### config.mk
export PLATFORM = sky130hd
export DESIGN_NAME = alu_issue_queue
export DESIGN_NICKNAME = d
export VERILOG_FILES = /design/src/rtl/alu_issue_queue_pkg.sv /design/src/rtl/alu_iq_pick.sv /design/src/rtl/alu_issue_queue.sv
export SDC_FILE = /design/constraint.sdc
export NUM_CORES = 2
export LEC_CHECK = 0
export CORE_MARGIN = 1.5
export CORE_UTILIZATION = 35
export CTS_CLUSTER_DIAMETER = 60
export DETAILED_ROUTE_END_ITERATION = 7
export PLACE_DENSITY_LB_ADDON = 0.25
export SETUP_SLACK_MARGIN = 0.02
export SLEW_MARGIN = 20
export SYNTH_ARGS = -nofsm -noshare
export SYNTH_HDL_FRONTEND = slang
export SYNTH_SLANG_ARGS = --single-unit
export TNS_END_PERCENT = 10
### constraint.sdc
create_clock -name clk -period 4.6 [get_ports clk]
set_input_delay 0.69 -clock clk [delete_from_list [all_inputs] [get_ports clk]]
set_output_delay 0.69 -clock clk [all_outputs]
set_load 0.02 [all_outputs]
### src/rtl/alu_issue_queue_pkg.sv
// -----------------------------------------------------------------------------
// alu_issue_queue_pkg
// Shared backend types for the ALU issue queue.
//   instr_opcode : ALU/branch operation encoding carried from dispatch to ALU.
//   iq_entry_t   : one issue-queue slot (valid, opcode, dst tag, two sources
//                  each with {tag, rdy, val}, immediate, PC).
//   entry_ready  : helper, entry holds a valid op with both operands present.
//   wake_entry   : helper, applies one writeback broadcast to an entry.
// Tags are stored at IQ_TAG_MAX_W bits so the struct is independent of the
// queue's TAG_W parameter; narrower tags are zero-extended on entry.
// -----------------------------------------------------------------------------
package alu_issue_queue_pkg;

    localparam int IQ_TAG_MAX_W = 16;

    typedef enum logic [3:0] {
        ADD_I  = 4'h0,
        SUB_I  = 4'h1,
        AND_I  = 4'h2,
        OR_I   = 4'h3,
        XOR_I  = 4'h4,
        SLL_I  = 4'h5,
        SRL_I  = 4'h6,
        SRA_I  = 4'h7,
        SLT_I  = 4'h8,
        SLTU_I = 4'h9,
        BEQ_I  = 4'hA,
        BNE_I  = 4'hB,
        BLT_I  = 4'hC,
        BGE_I  = 4'hD,
        JAL_I  = 4'hE,
        JALR_I = 4'hF
    } instr_opcode;

    typedef struct packed {
        logic                    valid;
        instr_opcode             opcode;
        logic [IQ_TAG_MAX_W-1:0] dst_tag;
        logic [IQ_TAG_MAX_W-1:0] src1_tag;
        logic                    src1_rdy;
        logic [31:0]             src1_val;
        logic [IQ_TAG_MAX_W-1:0] src2_tag;
        logic                    src2_rdy;
        logic [31:0]             src2_val;
        logic [31:0]             imm;
        logic [31:0]             pc;
    } iq_entry_t;

    function automatic logic entry_ready(input iq_entry_t e);
        return e.valid && e.src1_rdy && e.src2_rdy;
    endfunction

    // Only sources still waiting are updated, so a value that was already
    // captured is never overwritten by a later broadcast of the same tag.
    function automatic iq_entry_t wake_entry(
        input iq_entry_t               e,
        input logic                    wb_v,
        input logic [IQ_TAG_MAX_W-1:0] tag,
        input logic [31:0]             val
    );
        iq_entry_t r;
        r = e;
        if (wb_v && e.valid && !e.src1_rdy && (e.src1_tag == tag)) begin
            r.src1_rdy = 1'b1;
            r.src1_val = val;
        end
        if (wb_v && e.valid && !e.src2_rdy && (e.src2_tag == tag)) begin
            r.src2_rdy = 1'b1;
            r.src2_val = val;
        end
        return r;
    endfunction

endpackage

### src/rtl/alu_iq_pick.sv
// -----------------------------------------------------------------------------
// alu_iq_pick
// Fixed-priority picker: lowest set index of the ready vector wins.
//   rdy_i   [DEPTH] request vector (bit 0 = oldest entry)
//   gnt_o   [DEPTH] one-hot grant, all zero when nothing is requested
//   valid_o         at least one request present
// -----------------------------------------------------------------------------
module alu_iq_pick #(
    parameter int DEPTH = 4
) (
    input  logic [DEPTH-1:0] rdy_i,
    output logic [DEPTH-1:0] gnt_o,
    output logic             valid_o
);

    // x & -x isolates the lowest set bit.
    assign gnt_o   = rdy_i & (~rdy_i + DEPTH'(1));
    assign valid_o = |rdy_i;

endmodule

### src/rtl/alu_issue_queue.sv
// -----------------------------------------------------------------------------
// alu_issue_queue
// Collapsing, age-ordered issue queue for the backend ALU. Entry 0 is the
// oldest. Each cycle the oldest entry with both operands ready (judged on
// registered state) is sent to the ALU through registered outputs; entries
// above it shift down and a new dispatch lands in the first free slot.
// Ports:
//   clk, rst          clock, synchronous active-high reset
//   flush             drop every entry and suppress the pending issue
//   disp_*            dispatch request / ready handshake and op payload
//   wb_valid/tag/val  writeback broadcast used to wake waiting sources
//   alu_stall         suppress selection this cycle
//   alu_*             registered issue strobe and operands to the ALU
// DEPTH 2..8, TAG_W up to IQ_TAG_MAX_W.
// -----------------------------------------------------------------------------
module alu_issue_queue
    import alu_issue_queue_pkg::*;
#(
    parameter int DEPTH = 4,
    parameter int TAG_W = 6
) (
    input  logic              clk,
    input  logic              rst,
    input  logic              flush,
    input  logic              disp_valid,
    output logic              disp_ready,
    input  instr_opcode       disp_opcode,
    input  logic [TAG_W-1:0]  disp_dst_tag,
    input  logic [TAG_W-1:0]  disp_src1_tag,
    input  logic [TAG_W-1:0]  disp_src2_tag,
    input  logic              disp_src1_rdy,
    input  logic              disp_src2_rdy,
    input  logic [31:0]       disp_src1_val,
    input  logic [31:0]       disp_src2_val,
    input  logic [31:0]       disp_imm,
    input  logic [31:0]       disp_pc,
    input  logic              wb_valid,
    input  logic [TAG_W-1:0]  wb_tag,
    input  logic [31:0]       wb_val,
    input  logic              alu_stall,
    output logic              alu_en,
    output instr_opcode       alu_opcode,
    output logic [31:0]       alu_val1,
    output logic [31:0]       alu_val2,
    output logic [31:0]       alu_imm,
    output logic [31:0]       alu_pc,
    output logic [TAG_W-1:0]  alu_dst_tag
);

    localparam int CNT_W = $clog2(DEPTH + 1);
    localparam int IDX_W = (DEPTH > 1) ? $clog2(DEPTH) : 1;

    iq_entry_t               entries_q [DEPTH];
    iq_entry_t               entries_d [DEPTH];
    iq_entry_t               woken     [DEPTH];
    iq_entry_t               upper     [DEPTH];
    iq_entry_t               disp_raw;
    iq_entry_t               disp_entry;
    logic [CNT_W-1:0]        count_q;
    logic [CNT_W-1:0]        count_d;
    logic [CNT_W-1:0]        count_after;
    logic [DEPTH-1:0]        rdy_vec;
    logic [DEPTH-1:0]        gnt;
    logic                    issue;
    logic [IDX_W-1:0]        issue_idx;
    logic                    disp_fire;
    logic [IQ_TAG_MAX_W-1:0] wb_tag_ext;

    logic                    alu_en_q;
    instr_opcode             alu_opcode_q;
    logic [31:0]             alu_val1_q;
    logic [31:0]             alu_val2_q;
    logic [31:0]             alu_imm_q;
    logic [31:0]             alu_pc_q;
    logic [TAG_W-1:0]        alu_dst_tag_q;

    assign wb_tag_ext = IQ_TAG_MAX_W'(wb_tag);
    assign disp_ready = (count_q < CNT_W'(DEPTH));
    assign disp_fire  = disp_valid && disp_ready;

    // Per-entry wakeup, ready request and shifted-down view of the slot above.
    for (genvar gi = 0; gi < DEPTH; gi++) begin : g_entry
        assign woken[gi]   = wake_entry(entries_q[gi], wb_valid, wb_tag_ext, wb_val);
        assign rdy_vec[gi] = entry_ready(entries_q[gi]) && !alu_stall;
        if (gi < DEPTH - 1) begin : g_up
            assign upper[gi] = woken[gi + 1];
        end else begin : g_top
            assign upper[gi] = '0;
        end
    end

    alu_iq_pick #(
        .DEPTH (DEPTH)
    ) u_pick (
        .rdy_i   (rdy_vec),
        .gnt_o   (gnt),
        .valid_o (issue)
    );

    always_comb begin
        issue_idx = '0;
        for (int i = 0; i < DEPTH; i++) begin
            if (gnt[i]) begin
                issue_idx = IDX_W'(i);
            end
        end
    end

    // The incoming op goes through the same wakeup as stored entries, which
    // gives the same-cycle bypass for a source whose producer is broadcasting.
    always_comb begin
        disp_raw          = '0;
        disp_raw.valid    = 1'b1;
        disp_raw.opcode   = disp_opcode;
        disp_raw.dst_tag  = IQ_TAG_MAX_W'(disp_dst_tag);
        disp_raw.src1_tag = IQ_TAG_MAX_W'(disp_src1_tag);
        disp_raw.src1_rdy = disp_src1_rdy;
        disp_raw.src1_val = disp_src1_val;
        disp_raw.src2_tag = IQ_TAG_MAX_W'(disp_src2_tag);
        disp_raw.src2_rdy = disp_src2_rdy;
        disp_raw.src2_val = disp_src2_val;
        disp_raw.imm      = disp_imm;
        disp_raw.pc       = disp_pc;
    end

    assign disp_entry = wake_entry(disp_raw, wb_valid, wb_tag_ext, wb_val);

    // Collapse above the issued slot, then append the dispatch at the new tail.
    always_comb begin
        count_after = count_q - CNT_W'(issue);
        for (int i = 0; i < DEPTH; i++) begin
            entries_d[i] = woken[i];
            if (issue && (i >= int'(issue_idx))) begin
                entries_d[i] = upper[i];
            end
            if (disp_fire && (CNT_W'(i) == count_after)) begin
                entries_d[i] = disp_entry;
            end
        end
        count_d = count_after + CNT_W'(disp_fire);
    end

    always_ff @(posedge clk) begin
        if (rst || flush) begin
            for (int i = 0; i < DEPTH; i++) begin
                entries_q[i] <= '0;
            end
            count_q <= '0;
        end else begin
            for (int i = 0; i < DEPTH; i++) begin
                entries_q[i] <= entries_d[i];
            end
            count_q <= count_d;
        end
    end

    // Payload registers only load on issue so they hold while alu_en is low;
    // flush kills the strobe but leaves the last payload in place.
    always_ff @(posedge clk) begin
        if (rst) begin
            alu_en_q      <= 1'b0;
            alu_opcode_q  <= ADD_I;
            alu_val1_q    <= '0;
            alu_val2_q    <= '0;
            alu_imm_q     <= '0;
            alu_pc_q      <= '0;
            alu_dst_tag_q <= '0;
        end else if (flush) begin
            alu_en_q <= 1'b0;
        end else begin
            alu_en_q <= issue;
            for (int i = 0; i < DEPTH; i++) begin
                if (gnt[i]) begin
                    alu_opcode_q  <= entries_q[i].opcode;
                    alu_val1_q    <= entries_q[i].src1_val;
                    alu_val2_q    <= entries_q[i].src2_val;
                    alu_imm_q     <= entries_q[i].imm;
                    alu_pc_q      <= entries_q[i].pc;
                    alu_dst_tag_q <= TAG_W'(entries_q[i].dst_tag);
                end
            end
        end
    end

    assign alu_en      = alu_en_q;
    assign alu_opcode  = alu_opcode_q;
    assign alu_val1    = alu_val1_q;
    assign alu_val2    = alu_val2_q;
    assign alu_imm     = alu_imm_q;
    assign alu_pc      = alu_pc_q;
    assign alu_dst_tag = alu_dst_tag_q;

endmodule
Word level (Yosys, flattened, before mapping)

Memory sizes are Yosys's and may differ from the RTL's.
Cells that the tools add are included.
W data, S select, Z words.

Reduce and logical (&&, ||, !) cells: 61
$lt $le $gt $ge: 4
Mux-type cells: 52
Equal/unequal tests: 13
Bitwise operators: 7
Add/sub/neg operators: 3

Operators by type and width:

| operator              | count |
|---|---|
| $mux W183             | 12 |
| $mux W32              | 16 |
| $mux W33              | 10 |
| $eq A16 B6 Y1         | 8 |
| $logic_and A1 B1 Y1   | 44 |
| $mux W6               | 4 |
| $mux W4               | 4 |
| $eq A6 B6 Y1          | 2 |
| $logic_not A1 Y1      | 11 |
| $eq A2 B3 Y1 const A  | 2 |
| $add A4 B1 Y4 const B | 1 |
| $and A4 B4 Y4         | 1 |
| $ge A1 B2 Y1 const A  | 2 |
| $mux W1               | 4 |
| $mux W2               | 2 |
| $not A4 Y4            | 1 |
| $or A1 B1 Y1          | 4 |
| $reduce_bool A4 Y1    | 1 |
| $reduce_or A4 Y1      | 1 |
| $add A3 B1 Y3         | 1 |
| $eq A1 B3 Y1 const A  | 1 |
| $logic_not A3 Y1      | 1 |
| $lt A3 B3 Y1 const B  | 1 |
| $sub A3 B1 Y3         | 1 |
| 5 further kinds       | 5 |

Memories kept: 1
RAM bits: 732
Flip-flop bits (word level): 142
Output and inout bits: 140
Logic and storage cells: 149
Input port bits: 196

Memories:

| name      | words | width | rd ports | clocked after Yosys merged registers in | wr ports | RTL line              | source |
|---|---|---|---|---|---|---|---|
| entries_q | 4     | 183   | 4        | 0                                       | 4        | alu_issue_queue.sv:53 | `iq_entry_t entries_q [DEPTH];` |

Longest topological paths before layout

An unclocked memory read counts as a cell.

Depth in word-level cells: 15
Mapped depth: 14
Depth with buffers taken out: 10

By module

A second synthesis with hierarchy kept.

Cell total of the unflattened synthesis: 5122
Area total of the unflattened synthesis: 40143.5 um^2

Modules (own cells, without submodules):

| module          | cells each | area an instance (um^2) | instances |
|---|---|---|---|
| alu_issue_queue | 5117       | 40106.0                 | 1 |
| alu_iq_pick     | 5          | 37.5                    | 1 |

Worst setup path after synthesis

OpenSTA, ideal clock, no wires.

Path type: input to register
From: in alu_stall
To: mem entries_q[3][0] (netlist bit)
Arrival: 3.063 ns
Stages on the path: 14
Required time: 4.472 ns
Library setup time: 0.128 ns
Slack: 1.409 ns
Cells stage by stage: nand4b_2 and4_1 buf_2 inv_1 ha_1 ha_1 or4b_1 buf_2 nor2_2 nor2_1 buf_4 buf_6 a22oi_1 nor2_1

RTL lines:

| item               | RTL line              | source |
|---|---|---|
| start: declaration | alu_issue_queue.sv:40 | `input logic alu_stall,` |
| end: declaration   | alu_issue_queue.sv:53 |  |

==> qor.yml <==
pwr:
  cellLeakagePower_nw: 16.06
  ir_worst_vdd_mv: 0.2276
  p_per_area_nw_per_um2: 334.0
  power_mw: 15.45
timing:
  slew_viol_final: 0
  slew_headroom_pct: 21.45
  finalHoldViolations: 0
  tns_ps: 0
  finalSetupViolCount: 0
  layout_worst_path_cycle_share_pct: 81.52
  rsz0062_at_grt: "false"
  fmax_mhz: 266.7
  worst_slew_pin_slew_ps: 1178
  fin_crit_ps: 3750
  fin_skew_ps: 33.91
clock_network:
  cts-buffers-inserted: 94
  cts_setup_buffers: 0
  root_buffer: "clkbuf_16"
  insertion_delay_ps: 690
  htreeDepth: 3
  clk_pin_slew_ps: 60
  tritoncts: "done"
  hold_buffers: 0
  cts.repair.resized: 0
  cts_sinks: 754
  clockBufferDepth: 3
logic_synthesis:
  synth_area_um2: 38560
  synth_cell_types: 66
  synth-seq-cells: 754
  syn_nets: 4935
  synth_top_flop_cell: "dfxtp_1"
  yosysSeqAreaShare_pct: 39.15
  synthAdderAreaFrac_pct: 0.1298
  synth-compound-area-share_pct: 27.98
  synth_top_family_by_area: "compound AO/OA/AOI/OAI gates"
  synth_edf_count: 0
  synthCells: 4735
  synth-simple-area-share_pct: 17.98
  synthArstFlopShare_pct: 0
  yosys-mux-area-fraction_pct: 6.909
  synth_area_per_cell_um2: 8.143
  synthXorXnorAreaFrac_pct: 1.408
  yosysWarnings: 0
detailed_routing:
  wire_per_inst_um: 24.68
  dr.pass1.iters: 5
  wl_um: 155200
  antenna_left: 0
  post_drt_via_cell_ratio: 6.062
  drt_iter0_markers: 3723
  drc_errors: 0
  vias: 38120
grt:
  grt_max_degree: 212
  grt_pass1_vias: 36510
  grt_usage_pct: 26.74
  grt_pass1_wl_um: 233100
  antenna_found_initial: 17
  grt_overflow: 0
finish:
  nets: 4993
  fillers: 10820
  area_delta_synth_final_pct: 19.99
  final_cell_mix: "nand2_1, dfxtp_1, nor2_1"
  drive_above_1_share_pct: 7.144
  final_util_pct: 42.44
  final_common_cell: "nand2_1"
  stdcell_count: 6289
  design_area_um2: 46260
placement:
  dp_cells: 6111
  port_buffers: 335
  place_area_um2: 43040
  hpwl_um: 94930
  gp_congestion: 0.8824
worst_setup_path:
  critPathLaunch: "alu_stall"
  arrival_ps: 4340
  r2r_start: "entries_q[2][96]"
  critPathKind: "input pin to register"
  r2r_slack_ps: 1080
  r2r-end: "entries_q[3][76]"
  r2r_cells: 10
  critPathCapture: "entries_q[3][76]"
  end_kind: "register"
  startpoint_type: "input pin"
  cp_data_required_time_ps: 5190
  path_max_fanout: 153
outcome:
  outcome: "finished, final reports clean"
floorplan:
  num_rows: 121
  die_height_um: 334.9
  core_area_um2: 109000
  ioPinCount: 336
  start_util_pct: 35.37
  dieArea_um2: 112200
  die_w_um: 334.9
flow_run:
  maxCapViolations: 0
min_path:
  min_path_type: "input pin to register"
-- logic make-up after synthesis --
logic type | count (synthesis)
adders and majority gates | 4
and+or+nand+nor | 1693
xor gates and xnor gates | 62
AOI/OAI and AO/OA | 1405
muxes | 266
buffers and inverters | 551
DFF | 754
-- power breakdown --
group	leakage, nW	switching [mW]	internal [mW]
logic	8.38	0.680	0.383
registers	6.09	0.0497	6.61
clock network	1.58	3.17	4.56
total	16.1	3.90	11.6
-- worst max-delay path, stage by stage --
cell and delay [ps]:
clkdlybuf4s50_1 560, nand4b_1 200, and4_1 240, inv_1 110, ha_1 200, ha_1 210
or4b_1 690, nor2_4 220, buf_12 730, o21ai_0 230, a21oi_1 190
-- sequential cells by signal, indices dropped and copies added, names as in the netlist --
register / count
alu_opcode: 4
alu_imm: 32
alu_en: 1
alu_val2: 32
alu_pc: 32
alu_val1: 32
entries_q: 612
count_q: 3
alu_dst_tag: 6
-- stage by stage --
step                hold WS, ps  setup WS (ps)
finish                    249.8          849.9
floorplan                 432.3           1409
global placement          441.8          257.1
detailed placement        446.5          250.8
CTS                       219.9          939.2
global route              235.8          717.3
-- per-layer routing --
metal / routed length [µm] / up-vias / GRT usage [%] / share of wire [%]
li1: - / 17510 / - / -
met1: 66280 / 18460 / 35.71 / 43
met2: 68940 / 1804 / 41.62 / 44
met3: 13460 / 325 / 5.291 / 8.7
met4: 6436 / 22 / 11.88 / 4.1
met5: 121 / - / 0 / 0.078
-- final cells by class --
| type | instances | area, µm² | share of cell area [%] |
|---|---|---|---|
| clock buffers | 130 | 2679 | 5.790 |
| well taps | 1414 | 1769 | 3.824 |
| flip-flops and latches | 754 | 15090 | 32.63 |
| inverters | 39 | 146.4 | 0.3164 |
| clock inverters | 44 | 533.0 | 1.152 |
| multi-input cells | 3430 | 21120 | 45.65 |
| diodes | 4 | 10.01 | 0.02164 |
| repair buffers | 474 | 4911 | 10.61 |
-- worst min-delay path by stage --
| stage | start | to | slack [ps] | cells past startpoint |
|---|---|---|---|---|
| 5_1_grt | rst | alu_val1[28] | 240 | 2 |
| 6_report | rst | alu_val1[28] | 250 | 2 |
| 3_3_place_gp | entries_q[0][131] | entries_q[0][131] | 440 | 2 |
| 2_1_floorplan | entries_q[0][113] | entries_q[0][113] | 430 | 2 |
| 3_5_place_dp | entries_q[0][91] | entries_q[0][91] | 450 | 2 |
| 4_1_cts | rst | alu_val1[26] | 220 | 2 |
-- cells in the mapped netlist, drive strengths merged, types with 19 or more instances --
library cell    n  share of area [%]
nand3          51               0.67
o21ai         183                2.4
a311oi        397                9.0
xnor2          43               0.98
buf           178                2.8
a32oi          33               0.75
mux2i         265                6.9
a22oi          74                1.4
a211o         139                3.2
nor2          695                6.8
a21boi         99                1.9
o32ai          87                2.0
inv            38               0.37
nand2         773                7.5
o221ai         98                2.2
a21oi         140                1.8
clkbuf        334                3.3
nor3           74                1.0
and3           41               0.67
a21o           37               0.72
xor2           19               0.43
o2111ai        33               0.75
o211ai         34               0.66
o22ai          27               0.44
dfxtp         754                 39
Power figures use the tool's default switching activity.
